[src/rtl/key_debounce.sv]
// Push-button conditioner: 2-flop synchroniser, per-key debounce FSM, press/release pulses.
// Optional sticky press capture enabled by defining EDGE_CAPTURE_EN.
module key_debounce #(
    parameter int N_KEYS          = 4,
    parameter int DEBOUNCE_CYCLES = 500000
) (
    input  logic              clk,
    input  logic              reset,
    input  logic [N_KEYS-1:0] key_n_in,
    input  logic [N_KEYS-1:0] edge_clear,
    output logic [N_KEYS-1:0] key_level,
    output logic [N_KEYS-1:0] key_press,
    output logic [N_KEYS-1:0] key_release,
    output logic [N_KEYS-1:0] edge_capture
);

    localparam int               CNT_W    = $clog2(DEBOUNCE_CYCLES + 1);
    localparam logic [CNT_W-1:0] CNT_LAST = CNT_W'(DEBOUNCE_CYCLES - 1);

    typedef enum logic {
        ST_UP   = 1'b0,
        ST_DOWN = 1'b1
    } state_t;

    logic [N_KEYS-1:0] r_sync1;
    logic [N_KEYS-1:0] r_sync2;
    logic [N_KEYS-1:0] w_sample;

    state_t            r_state     [N_KEYS];
    state_t            w_state_nxt [N_KEYS];
    logic [CNT_W-1:0]  r_cnt       [N_KEYS];
    logic [CNT_W-1:0]  w_cnt_nxt   [N_KEYS];

    logic [N_KEYS-1:0] w_press_nxt;
    logic [N_KEYS-1:0] w_release_nxt;
    logic [N_KEYS-1:0] r_press;
    logic [N_KEYS-1:0] r_release;

    // Synchronisers idle at 1 so a reset never looks like a press.
    always_ff @(posedge clk or posedge reset) begin
        if (reset) begin
            r_sync1 <= '1;
            r_sync2 <= '1;
        end else begin
            r_sync1 <= key_n_in;
            r_sync2 <= r_sync1;
        end
    end

    assign w_sample = ~r_sync2;

    always_ff @(posedge clk or posedge reset) begin
        if (reset) begin
            for (int i = 0; i < N_KEYS; i++) begin
                r_state[i] <= ST_UP;
                r_cnt[i]   <= '0;
            end
            r_press   <= '0;
            r_release <= '0;
        end else begin
            for (int i = 0; i < N_KEYS; i++) begin
                r_state[i] <= w_state_nxt[i];
                r_cnt[i]   <= w_cnt_nxt[i];
            end
            r_press   <= w_press_nxt;
            r_release <= w_release_nxt;
        end
    end

    // A change is accepted only after DEBOUNCE_CYCLES consecutive mismatching samples;
    // the counter clears on every toggle, so it can never wrap.
    always_comb begin
        w_press_nxt   = '0;
        w_release_nxt = '0;
        for (int i = 0; i < N_KEYS; i++) begin
            w_state_nxt[i] = r_state[i];
            w_cnt_nxt[i]   = '0;
            if (w_sample[i] != (r_state[i] == ST_DOWN)) begin
                if (r_cnt[i] == CNT_LAST) begin
                    if (r_state[i] == ST_UP) begin
                        w_state_nxt[i] = ST_DOWN;
                        w_press_nxt[i] = 1'b1;
                    end else begin
                        w_state_nxt[i]   = ST_UP;
                        w_release_nxt[i] = 1'b1;
                    end
                end else begin
                    w_cnt_nxt[i] = r_cnt[i] + 1'b1;
                end
            end
        end
    end

    always_comb begin
        key_level = '0;
        for (int i = 0; i < N_KEYS; i++) begin
            key_level[i] = (r_state[i] == ST_DOWN);
        end
    end

    assign key_press   = r_press;
    assign key_release = r_release;

`ifdef EDGE_CAPTURE_EN
    logic [N_KEYS-1:0] r_capture;

    // Set term is OR-ed last so a press coinciding with a clear keeps the flag.
    always_ff @(posedge clk or posedge reset) begin
        if (reset) begin
            r_capture <= '0;
        end else begin
            r_capture <= (r_capture & ~edge_clear) | r_press;
        end
    end

    assign edge_capture = r_capture;
`else
    logic w_unused_clear;

    assign w_unused_clear = ^edge_clear;
    assign edge_capture   = '0;
`endif

endmodule

[config.mk]
export PLATFORM = sky130hd
export DESIGN_NAME = key_debounce
export DESIGN_NICKNAME = d
export VERILOG_FILES = /design/src/rtl/key_debounce.sv
export SDC_FILE = /design/constraint.sdc
export NUM_CORES = 1
export LEC_CHECK = 0
export ABC_AREA = 1
export CAP_MARGIN = 20
export CELL_PAD_IN_SITES_DETAIL_PLACEMENT = 0
export CELL_PAD_IN_SITES_GLOBAL_PLACEMENT = 1
export CORE_ASPECT_RATIO = 1.1
export CORE_MARGIN = 2
export CORE_UTILIZATION = 45
export DETAILED_ROUTE_END_ITERATION = 8
export PLACE_DENSITY = 0.82
export SLEW_MARGIN = 10
export SYNTH_ARGS = -nofsm -noshare
export SYNTH_HDL_FRONTEND = slang
export SYNTH_SLANG_ARGS = --single-unit
[constraint.sdc]
create_clock -name clk -period 3.9 [get_ports clk]
set_clock_uncertainty 0.15 [all_clocks]
set_input_delay 0.39 -clock clk [delete_from_list [all_inputs] [get_ports clk]]
set_output_delay 0.39 -clock clk [all_outputs]
set_load 0.02 [all_outputs]
# --- Yosys cells after proc, flatten, opt, wreduce, memory -nomap -nowiden ---
# Cells that the tools add are included.
classes:
  bitwise_logic: 1
  div: 0
  mux: 32
  n_mul: 0
  order_cmp: 0
  add_sub_neg: 4
  n_reduce_logical: 4
  eq_ne: 8
  n_shift: 0
ops:
  columns: ["op", "count"]
  rows:
  - ["$mux W19", 8]
  - ["$add A19 B1 Y19 const B", 4]
  - ["$eq A19 B19 Y1 const B", 4]
  - ["$mux W1", 24]
  - ["$reduce_and A2 Y1", 4]
  - ["$ne A1 B1 Y1", 4]
  - ["$not A4 Y4", 1]
word_totals:
  mem_bits_rw: 0
  romBits: 0
  latchBits: 0
  in_bits: 10
  memories: 0
  reg_bits: 96
  out_inout_bits: 16

# --- Logic depth before layout (Yosys ltp) ---
logic_depth:
  word_depth: 3
  depth_mapped: 8

# --- Worst setup path before layout ---
# No wires, ideal clock.
synth_path:
  path_type: "reg2reg"
  start: "register r_state (netlist bit key_level[3])"
  end: "register r_cnt[5] (netlist name)"
  path_buffers: 0
  required_time_ns: 3.627
  arrival_time_ns: 1.201
  path_stages_with_launch: 7
  path_slack_ns: 2.427
  setup_time_ns: 0.123
  synth_period_minus_slack_ns: 1.473
  path_cell_list: "dfrtp_1 nand2_1 inv_1 nor2_2 inv_1 nand2_1 nor2_1"
synth_lines:
  columns: ["item", "line", "rtl"]
  rows:
  - ["start, declared", "29", "state_t r_state [N_KEYS];"]
  - ["start signal, assigned by index", "62", "r_state[i] <= w_state_nxt[i];"]
  - ["end signal, assigned by index", "63", "r_cnt[i] <= w_cnt_nxt[i];"]
  - ["end, declared", "31", "logic [CNT_W-1:0] r_cnt [N_KEYS];"]

# --- Worst setup path after layout ---
layout_path:
  start: "register r_state (netlist bit key_level[2])"
  end: "output port key_level[2]"
layout_lines:
  columns: ["item", "line", "rtl"]
  rows:
  - ["end, declared", "11", "output logic [N_KEYS-1:0] key_level,"]
# No word-level cell between the ends.

==> results.py <==
metrics = {
    "synthesis": {
        "synthTopCellsByCount": "nor2_1 (200), nand2_1 (132), dfrtp_1 (88)",
        "yosysWarnings": 0,
        "yosys_most_used_dff": "dfrtp_1",
        "synth_cells": 687,
        "yosysMostFrequentCell": "nor2_1",
        "synth.area.top_cells": "dfrtp_1 (43%), nor2_1 (15%), nand2_1 (9.6%)",
        "synth_edf_count": 0,
        "synth_cell_types": 28,
        "async_flop_share": 1.000,
        "ys_seq_elements": 96,
        "yosysTopAreaCellShare": 0.4284,
        "synth_area_sq_mm": 0.005140,
        "synth.yosys.seq_area_share": 0.4693,
        "yosysTopAreaCell": "dfrtp_1",
        "synth.avg_cell_area_sq_um": 7.482,
    },
    "sta": {
        "tightest_slew_ps": 725.1,
        "setup_tns_ps": 0,
        "finalCriticalPeriod_ps": 1951,
        "rsz0062_at_grt": "false",
        "setup_violations": 0,
        "maxSlewHeadroom": 0.5166,
        "period_share": 0.5003,
        "fin_ws_ps": 1949,
        "hold_ws_ps": 207.6,
        "drv_slew": 0,
        "fmax_mhz": 512.6,
        "hold_violations": 0,
    },
    "critical_path": {
        "cp_top_family": "buffers and inverters",
        "worstPathCellList": "clkdlybuf4s50_1",
        "crit_fanout": 5,
        "path_buf_inv": 1,
        "cp.required_ps": 3360,
        "worst_setup_path_start_kind": "flip-flop",
        "path_class": "reg -> out",
        "cp_num_cells": 1,
        "r2r_start": "r_sync2[2]",
        "crit_arrival_ps": 1410,
        "slowest_delay_ps": 660,
        "r2r_slack_ps": 2050,
        "r2r-end": "r_cnt[24]",
        "reg2regPathDepth": 5,
        "slowest_stage": "clkdlybuf4s50_1",
        "worstSetupStartpoint": "key_level[2]",
        "endpoint_kind": "output pin",
        "crit_end": "key_level[2]",
    },
    "floorplan": {
        "start_util": 0.4668,
        "die_w_um": 105.9,
        "die_y_um": 116.1,
        "fp-row-count": 40,
        "die-area_sq_mm": 0.01229,
        "ioPinCount": 26,
        "coreArea_sq_mm": 0.01101,
    },
    "global_routing": {
        "grt_pass1_vias": 4114,
        "grt_pass1_wl_um": 18750,
        "grt_max_degree": 60,
        "grt-ovfl-total": 0,
        "grt_use_total": 0.1897,
        "grt_antenna_before_repair": 0,
    },
    "power_and_ir_drop": {
        "power.density_mw_per_mm2": 345.5,
        "power_mw": 1.999,
        "vdd_drop_max_mv": 0.1757,
        "leakagePower_nw": 2.486,
    },
    "placement": {
        "io_buffers": 17,
        "place_area_sq_mm": 0.005483,
        "dp_slack_ps": 1963,
        "dp_hpwl_um": 7684,
        "gp_congestion": 0.8718,
        "dp_cells": 850,
    },
    "final_layout": {
        "final_core_util": 0.5256,
        "drive_gt1_frac": 0.07371,
        "final_cells": 866,
        "final_nets": 728,
        "final_area_sq_mm": 0.005787,
        "n_antenna_cell": 0,
        "area_growth_syn_to_layout_pct": 12.59,
    },
    "detailed_routing": {
        "drtIter0Drc": 266,
        "wl_per_cell_um": 12.25,
        "wl_um": 10610,
        "vias": 4158,
        "ant_nets": 0,
        "drc": 0,
        "first_pass_iters": 4,
        "via_per_inst": 4.801,
    },
    "min_path": {
        "hold_path.class": "reg -> reg",
    },
    "status": {
        "status": "finished clean",
    },
    "clocking": {
        "cts_tree": "done",
        "post_cts_resized": 0,
        "clock-sinks": 96,
        "cts_buffer_depth": 2,
        "cts.htree.levels": 3,
        "worstSkewPairLatency_ps": 340,
        "path_clk_slew_ps": 70,
        "post_cts_buffers": 0,
        "hold_buffers": 0,
        "cts_inserted_buffers": 9,
        "cts_root_buf": "clkbuf_16",
    },
    "flow_run": {
        "drv_cap": 0,
    },
}
-- how the worst min path moves through the flow --
stage	slack [ps]	from	cells after the start	to
after detailed placement	200	r_sync1[0]	0	r_sync2[0]
after global routing	210	r_sync1[0]	0	r_sync2[0]
after floorplan	200	r_sync1[0]	0	r_sync2[0]
after CTS	210	r_sync1[2]	0	r_sync2[2]
final	210	r_sync1[2]	0	r_sync2[2]
after global placement	200	r_sync1[3]	0	r_sync2[3]
-- worst reg2reg max path: cells and delay by family (launching register included) --
kind	cells	cell delay, ps
flip-flops	1	550
AND/OR/NAND/NOR	4	820
buffers and inverters	1	220
-- placed cells by master (no fill, tap or decap), drive strengths merged --
cell type,count
clkbuf,9
nand4,3
nand3,57
clkinvlp,2
buf,2
nor2,215
xor2,23
and3,1
o22ai,2
dfstp,8
and2,5
nand2,139
ha,4
xnor2,12
inv,86
nand3b,3
a21oi,17
nor3b,5
bufinv,1
clkdlybuf4s50,17
conb,4
clkinv,1
o21ai,9
nor3,6
dfrtp,88
-- metal layers --
metal,vias up,wire [um],track usage
li1,2166,-,-
met1,1956,5184,0.2531
met2,31,5122,0.3191
met3,5,236,0.02567
met4,0,64,0.07105
met5,-,0,0
-- cells by family after synthesis --
group | Yosys count | synth area share
and+or+nand+nor | 434 | 0.3644
DFF | 96 | 0.4693
buffers and inverters | 89 | 0.06840
xor gates and xnor gates | 35 | 0.05964
AOI/OAI and AO/OA | 28 | 0.02775
adders and majority gates | 4 | 0.009737
other | 1 | 0.0007296
-- cell type report --
cell class	instances	area, sq um
multi-input cells	505	2387
fillers	1077	5224
clock inverters	7	78.83
clock buffers	9	225.2
repair buffers	19	185.2
well taps	147	183.9
inverters	83	314.1
flip-flops and latches	96	2412
-- state kept, by name, indices dropped and copies added, names as in the netlist --
signal and count:
key_release 4, key_press 4, key_level 4, r_sync1 4, r_cnt 76, r_sync2 4
-- report_power, final --
part           internal [mW]  switching [mW]  leakage, nW
combinational         0.0185          0.0506         1.04
sequential              1.01          0.0102         1.30
clock                  0.505           0.402        0.144
total                   1.54           0.463         2.49
(Power assumes the default switching activity.)
